--- config.mk ---
export PLATFORM = sky130hd
export DESIGN_NAME = frame_strobe_writer
export DESIGN_NICKNAME = d
export VERILOG_FILES = /design/src/rtl/frame_strobe_writer.sv
export SDC_FILE = /design/constraint.sdc
export NUM_CORES = 1
export LEC_CHECK = 0
export ABC_AREA = 0
export CAP_MARGIN = 30
export CELL_PAD_IN_SITES_DETAIL_PLACEMENT = 0
export CELL_PAD_IN_SITES_GLOBAL_PLACEMENT = 1
export CORE_AREA = 5 5 280 282
export CTS_BUF_LIST = sky130_fd_sc_hd__clkbuf_4
export DETAILED_ROUTE_END_ITERATION = 8
export DIE_AREA = 0 0 285 287
export PLACE_DENSITY = 0.82
export SETUP_SLACK_MARGIN = 0.3
export SYNTH_ARGS = -nofsm -noshare
export SYNTH_HDL_FRONTEND = slang
export SYNTH_SLANG_ARGS = --single-unit
--- constraint.sdc ---
create_clock -name UserCLK -period 5.7 [get_ports UserCLK]
set_input_delay 1.14 -clock UserCLK [delete_from_list [all_inputs] [get_ports UserCLK]]
set_output_delay 1.14 -clock UserCLK [all_outputs]
set_load 0.005 [all_outputs]
--- src/rtl/frame_strobe_writer.sv ---
// rtl/frame_strobe_writer.sv - column configuration frame writer driving FrameData/FrameStrobe (optional trailer check: FRAME_WRITER_CHECKSUM_EN)
module frame_strobe_writer #(
    parameter int MaxFramesPerCol = 20,
    parameter int FrameBitsPerRow = 32,
    parameter int NumRows         = 7,
    parameter int NumCols         = 23
) (
    input  logic                                UserCLK,
    input  logic                                rst,
    input  logic                                s_valid,
    output logic                                s_ready,
    input  logic [31:0]                         s_data,
    output logic [NumRows*FrameBitsPerRow-1:0]  FrameData,
    output logic [NumCols*MaxFramesPerCol-1:0]  FrameStrobe,
    output logic                                busy,
    output logic                                err,
    output logic [15:0]                         frames_written
);

`ifdef FRAME_WRITER_CHECKSUM_EN
    localparam int DrainWords = NumRows + 1;
`else
    localparam int DrainWords = NumRows;
`endif
    localparam int CW = $clog2(DrainWords + 1);
    localparam int NS = NumCols * MaxFramesPerCol;
    localparam int IW = $clog2(NS);

    typedef enum logic [2:0] {
        IDLE   = 3'd0,
        LOAD   = 3'd1,
        DRAIN  = 3'd2,
        STROBE = 3'd3,
        GAP    = 3'd4,
        CHECK  = 3'd5
    } state_t;

    state_t          state;
    state_t          state_next;
    logic            ready_next;
    logic            fire;
    logic            hdr_bad;
    logic            set_err;
    logic [CW-1:0]   cnt;
    logic [4:0]      col_q;
    logic [4:0]      frame_q;
    logic [IW-1:0]   strobe_idx;
    logic [NS-1:0]   strobe_vec;
`ifdef FRAME_WRITER_CHECKSUM_EN
    logic [31:0]     csum;
`endif

    assign fire    = s_valid && s_ready;
    assign busy    = (state != IDLE);
    assign hdr_bad = ({27'd0, s_data[20:16]} >= 32'(NumCols)) ||
                     ({27'd0, s_data[4:0]}   >= 32'(MaxFramesPerCol));

    // Translate the latched column/frame address into the one-hot strobe pattern.
    always_comb begin
        strobe_vec = '0;
        strobe_idx = IW'(col_q) * IW'(MaxFramesPerCol) + IW'(frame_q);
        strobe_vec[strobe_idx] = 1'b1;
    end

    // Next-state decode; ready for the next cycle is derived from the next state only.
    always_comb begin
        state_next = state;
        set_err    = 1'b0;
        case (state)
            IDLE: begin
                if (fire && s_data[31]) begin
                    if (hdr_bad) begin
                        set_err    = 1'b1;
                        state_next = DRAIN;
                    end else begin
                        state_next = LOAD;
                    end
                end
            end
            LOAD: begin
                if (fire && cnt == CW'(NumRows - 1)) begin
`ifdef FRAME_WRITER_CHECKSUM_EN
                    state_next = CHECK;
`else
                    state_next = STROBE;
`endif
                end
            end
            DRAIN: begin
                if (fire && cnt == CW'(DrainWords - 1)) begin
                    state_next = IDLE;
                end
            end
            CHECK: begin
`ifdef FRAME_WRITER_CHECKSUM_EN
                if (fire) begin
                    if (s_data == csum) begin
                        state_next = STROBE;
                    end else begin
                        set_err    = 1'b1;
                        state_next = IDLE;
                    end
                end
`else
                state_next = IDLE;
`endif
            end
            STROBE:  state_next = GAP;
            GAP:     state_next = IDLE;
            default: state_next = IDLE;
        endcase
        ready_next = (state_next == IDLE) || (state_next == LOAD) ||
                     (state_next == DRAIN) || (state_next == CHECK);
    end

    // State register plus row capture, strobe pulse, counters and sticky error.
    always_ff @(posedge UserCLK) begin
        if (rst) begin
            state          <= IDLE;
            s_ready        <= 1'b0;
            FrameData      <= '0;
            FrameStrobe    <= '0;
            err            <= 1'b0;
            frames_written <= 16'd0;
            cnt            <= '0;
            col_q          <= 5'd0;
            frame_q        <= 5'd0;
`ifdef FRAME_WRITER_CHECKSUM_EN
            csum           <= 32'd0;
`endif
        end else begin
            state       <= state_next;
            s_ready     <= ready_next;
            err         <= err | set_err;
            FrameStrobe <= (state == STROBE) ? strobe_vec : '0;
            if (state == STROBE) begin
                frames_written <= frames_written + 16'd1;
            end
            if (fire) begin
                case (state)
                    IDLE: begin
                        if (s_data[31]) begin
                            col_q   <= s_data[20:16];
                            frame_q <= s_data[4:0];
                            cnt     <= '0;
`ifdef FRAME_WRITER_CHECKSUM_EN
                            csum    <= s_data;
`endif
                        end
                    end
                    LOAD: begin
                        for (int r = 0; r < NumRows; r++) begin
                            if (cnt == CW'(r)) begin
                                FrameData[r*FrameBitsPerRow +: FrameBitsPerRow] <= s_data;
                            end
                        end
                        cnt <= cnt + CW'(1);
`ifdef FRAME_WRITER_CHECKSUM_EN
                        csum <= csum ^ s_data;
`endif
                    end
                    DRAIN: begin
                        cnt <= cnt + CW'(1);
                    end
                    default: begin
                    end
                endcase
            end
        end
    end

endmodule

-- Word-level counts from Yosys, hierarchy flattened
Index checks and enable logic that the tools add are counted.
- $add $sub $neg: 3
- multiply operators: 1
- order comparisons: 4
- equality and inequality tests: 13
- mux-type cells: 12
- bitwise gates (word level): 2
- reductions and logical operators: 24
- operators with widths (kind ; number):
    AND reduction 3 bit ; 9
    adder 16 x 1 -> 16 bit (second input constant) ; 1
    == test 3 x 2 -> 1 bit (second input constant) ; 5
    == test 3 bit (second input constant) ; 4
    2-to-1 mux 3 bit ; 4
    case mux 3 bit (4 select lines) ; 1
    greater-or-equal comparator 5 bit (second input constant) ; 2
    less-than comparator 9 x 10 -> 1 bit (second input constant) ; 1
    adder 9 x 5 -> 9 bit ; 1
    demux 1 bit (select 9 bit) ; 1
    == test 3 x 1 -> 1 bit (second input constant) ; 3
    greater-or-equal comparator 9 x 1 -> 1 bit (second input constant) ; 1
    logical NOT 3 bit ; 3
    multiplier 5 x 3 -> 7 bit (second input constant) ; 1
    case mux 3 bit (2 select lines) ; 1
    logical AND 1 bit ; 4
    logical OR 1 bit ; 4
    2-to-1 mux 1 bit ; 4
    OR reduction 2 bit ; 2
    adder 3 x 1 -> 3 bit (second input constant) ; 1
    nonzero test 3 bit ; 1
    2-to-1 mux 2 bit ; 1
    != test 2 bit (second input constant) ; 1
    nonzero test 2 bit ; 1
    other kinds (2) ; 2
- flip-flop bits (word level): 718
- input port bits: 35
- output and inout port bits: 703

-- Logic depth before layout (Yosys ltp)
- depth after elaboration: 9
- gate-level depth with buffers: 10
- gate-level depth less buffers: 8

-- Worst setup path before layout
OpenSTA, ideal clock, no wires.
- path type: register -> register
- start: register col_q[1]
- end: register FrameStrobe[402]
- library setup time: 128 ps
- data arrival time: 2622 ps
- required time: 5572 ps
- path slack: 2951 ps
- stages on the path, launching flop included: 11
- buffers on the path: 2
- cells stage by stage: dfxtp_1 ha_1 ha_1 fa_1 and2_1 o211a_1 o22ai_1 mux2i_1 buf_2 buf_1 nor2_1
- longest elaborated chain between the ends: 6
- elaborated cells between the ends (all ways): 7
- classes of those cells: 1 x add/sub; 1 x mul; 2 x order compare; 2 x mux; 1 x reduce/logical
- RTL lines (what ; line ; source):
    start, declared ; 45 ; logic [4:0] col_q;
    start signal, assigned ; 143 ; col_q <= s_data[20:16];
    multiplier 5 x 3 -> 7 bit * ; 61 ; strobe_idx = IW'(col_q) * IW'(MaxFramesPerCol) + IW'(frame_q);
    adder 9 x 5 -> 9 bit * ; 61 ;
    less-than comparator 9 x 10 -> 1 bit (implied by the code) or greater-or-equal comparator 9 x 1 -> 1 bit (tied branches) ; 62 ; strobe_vec[strobe_idx] = 1'b1;
    logical AND 1 bit (implied by the code) ; 62 ;
    2-to-1 mux 1 bit (implied by the code) ; 62 ;
    demux 1 bit (select 9 bit) * ; 62 ;
    end signal, assigned ; 135 ; FrameStrobe <= (state == STROBE) ? strobe_vec : '0;
    end, declared ; 14 ; output logic [NumCols*MaxFramesPerCol-1:0] FrameStrobe,
Every way passes the cells marked *; elsewhere a longest branch is shown, timed or not.
A chain may end at the register's enable or synchronous reset.

-- Worst setup path after layout
- start: register state[1]
- end: output busy
- longest elaborated chain between the ends: 1
- RTL lines (what ; line ; source):
    start, declared ; 38 ; state_t state;
    start signal, assigned ; 132 ; state <= state_next;
    nonzero test 3 bit ; 54 ; assign busy = (state != IDLE);
    end, declared ; 15 ; output logic busy,
No other way between the ends.

==> flow_summary_export.csv <==
group,metric,value,unit
critical_path,endpoint_kind,"output pin",
placement,dpl-instance-area,30100,um^2
global_route,antenna_found_initial,2,
yosys,synth_top_area_share,65.6,%
route,wl,85.5,mm
clock_tree,clk_pin_slew,0.06,ns
clock_tree,cts_resized,0,
global_route,grt_pass1_wl,123,mm
floorplan,initial_core_util,29.0,%
placement,routabilityCongestion,0.807,
yosys,ys_warn_count,0,
global_route,grt_usage,19.8,%
placement,dp_cells,3892,
clock_tree,clk_latency,0.99,ns
timing,whs,0.452,ns
clock_tree,cts_hold_buf,0,
route,ant_nets,0,
yosys,syn_nets,2390,
layout,final_common_cell,"clkdlybuf4s50_1",
power_and_ir_drop,power_leakage,11.2,nW
layout,area_growth,48.2,%
global_route,grt_pass1_vias,18594,
global_route,grt_max_degree,129,
yosys,yosys-top-cells-area,"dfxtp_1 66%, nand2_1 8.4%, nor3_1 5.6%",
floorplan,die_width,285,um
yosys,synth_area_leader_cell,"dfxtp_1",
timing,rsz0062_at_grt,"no",
timing,setup_violations,0,
critical_path,arrival,2.41,ns
yosys,synth_edf_count,0,
floorplan,rows,101,
timing,hold_viol,0,
route,route.vias.total,19267,
timing,clock.fmax,282,MHz
layout,finalNonFillerCells,4208,
critical_path,worstPathCellList,"or3_1, clkdlybuf4s50_1",
timing,tightest_slew,0.997,ns
yosys,synthArstFlopShare,0,%
floorplan,ios,738,
yosys,synth_area,21900,um^2
timing,relSlewSlack,33.0,%
layout,layout_common_cells,"736 x clkdlybuf4s50_1, 718 x dfxtp_1, 489 x nand2_1",
timing,fin_setup_tns,0,ns
route,via_per_inst,4.58,
clock_tree,cts_buffer_depth,3,
timing,slew_viol_final,0,
floorplan,die-area,81800,um^2
floorplan,die_h,287,um
placement,dp_slack,1.82,ns
run,drv_cap,0,
yosys,netlist_instances,2338,
power_and_ir_drop,powerDensity,298,nW/um^2
layout,fin_nets,3158,
route,wl_per_cell,20.3,um
power_and_ir_drop,power,9.67,mW
floorplan,core,75400,um^2
critical_path,cp.required,4.56,ns
critical_path,max_stage_delay,0.51,ns
global_route,overflow,0,
layout,design_area,32500,um^2
yosys,yosysSeqAreaShare,65.6,%
critical_path,cp_num_buf_inv,1,
timing,setup_slack,2.15,ns
clock_tree,clock-sinks,718,
route,drc,0,
clock_tree,postCtsSetupRepairBufs,0,
yosys,synth_flop_cell,"dfxtp_1",
route,drt_first_pass_iters,5,
critical_path,slowest_stage,"clkdlybuf4s50_1",
yosys,ys_ff_latch,718,
critical_path,path_max_fanout,11,
worst_hold_path,hold_path.class,"reg2reg",
yosys,syn_avg_cell_area,9.37,um^2
timing,skew,0.101,ns
clock_tree,cts-root-buf,"clkbuf_4",
power_and_ir_drop,peakVddDrop,160,uV
clock_tree,cts_tree,"built",
clock_tree,htree_levels,4,
placement,io_buffers,737,
timing,period_needed,3.55,ns
critical_path,cpLargestDelayFamily,"buffers and inverters",
placement,dp_hpwl,57.3,mm
critical_path,path_class,"reg2out",
layout,drive_gt1_share,11.1,%
timing,final.period_utilization,62.2,%
layout,final_util,43.1,%
clock_tree,cts_made_buffers,188,
yosys,ys_types,47,
route,drtIter0Drc,1194,
critical_path,cp-start-kind,"flop",
status,status,"finished, final reports clean",
-- kinds of logic (layout without fill, tap and decap cells) --
kind of cell / Yosys count / count (layout) / synth area share (%)
simple gates: 1111 / 1111 / 22.1
flops: 718 / 718 / 65.6
compound gates: 259 / 259 / 6.10
buf+inv: 205 / 1093 / 3.90
xor+xnor: 24 / 24 / 1.10
fa+ha+maj: 17 / 17 / 1.04
mux: 4 / 4 / 0.183
other cells: 0 / 4 / 0
-- power breakdown --
| part | switching [mW] | internal, mW | total, mW |
|---|---|---|---|
| registers | 0.00717 | 5.02 | 5.03 |
| clock network | 2.10 | 2.26 | 4.36 |
| logic | 0.215 | 0.0656 | 0.281 |
-- worst register-to-register path, cell delays in order (launching register included) --
cell and delay [ns]:
dfxtp_1 0.41, ha_1 0.27, ha_1 0.23, fa_1 0.72, and2_1 0.23, nand2_1 0.06
nor4_1 0.60, mux2i_4 0.15, buf_12 0.25, nor3_1 0.48
-- synthesized netlist by cell type, drive strengths merged, types with 5 or more instances --
| master | instances |
|---|---|
| dfxtp | 718 |
| nand2 | 489 |
| nor2 | 253 |
| nor3 | 245 |
| a21oi | 242 |
| clkbuf | 132 |
| buf | 69 |
| nand4 | 60 |
| nand3 | 28 |
| ha | 15 |
| xor2 | 14 |
| xnor2 | 9 |
| and3 | 7 |
| and2 | 6 |
| nor4 | 6 |
| o21ai | 5 |
-- flip-flops by register name, summed over array words and instances (netlist names) --
name / flops
FrameData: 224
FrameStrobe: 460
cnt: 3
col_q: 5
err: 1
frame_q: 5
frames_written: 16
s_ready: 1
state: 3
-- layout make-up --
cell class | count | area (um^2)
fill | 7308 | 43000
sequential | 718 | 14400
timing repair buffer | 779 | 7770
multi-input combinational | 1415 | 6780
clock buffer | 269 | 2020
tap | 978 | 1220
clock inverter | 41 | 293
inverter | 4 | 15.0
antenna | 4 | 10.0
-- routing by layer --
layer  global-route usage [%]  up-vias  wire, um
li1                         -     9268         -
met1                     22.6     8994     33600
met2                     32.7      844     40100
met3                     8.75      159      8950
met4                     8.18        2      2800
met5                        0        -        13
-- worst paths after layout --
check             cells past startpoint                to  slack, ns            from
setup reg to reg                      9  FrameStrobe[248]       2.24        col_q[1]
setup / recovery                      2              busy       2.15        state[1]
hold / removal                        2    FrameData[219]       0.45  FrameData[219]
hold reg to reg                       2    FrameData[219]       0.45  FrameData[219]
Note: power is estimated with default switching activity, not from simulation.
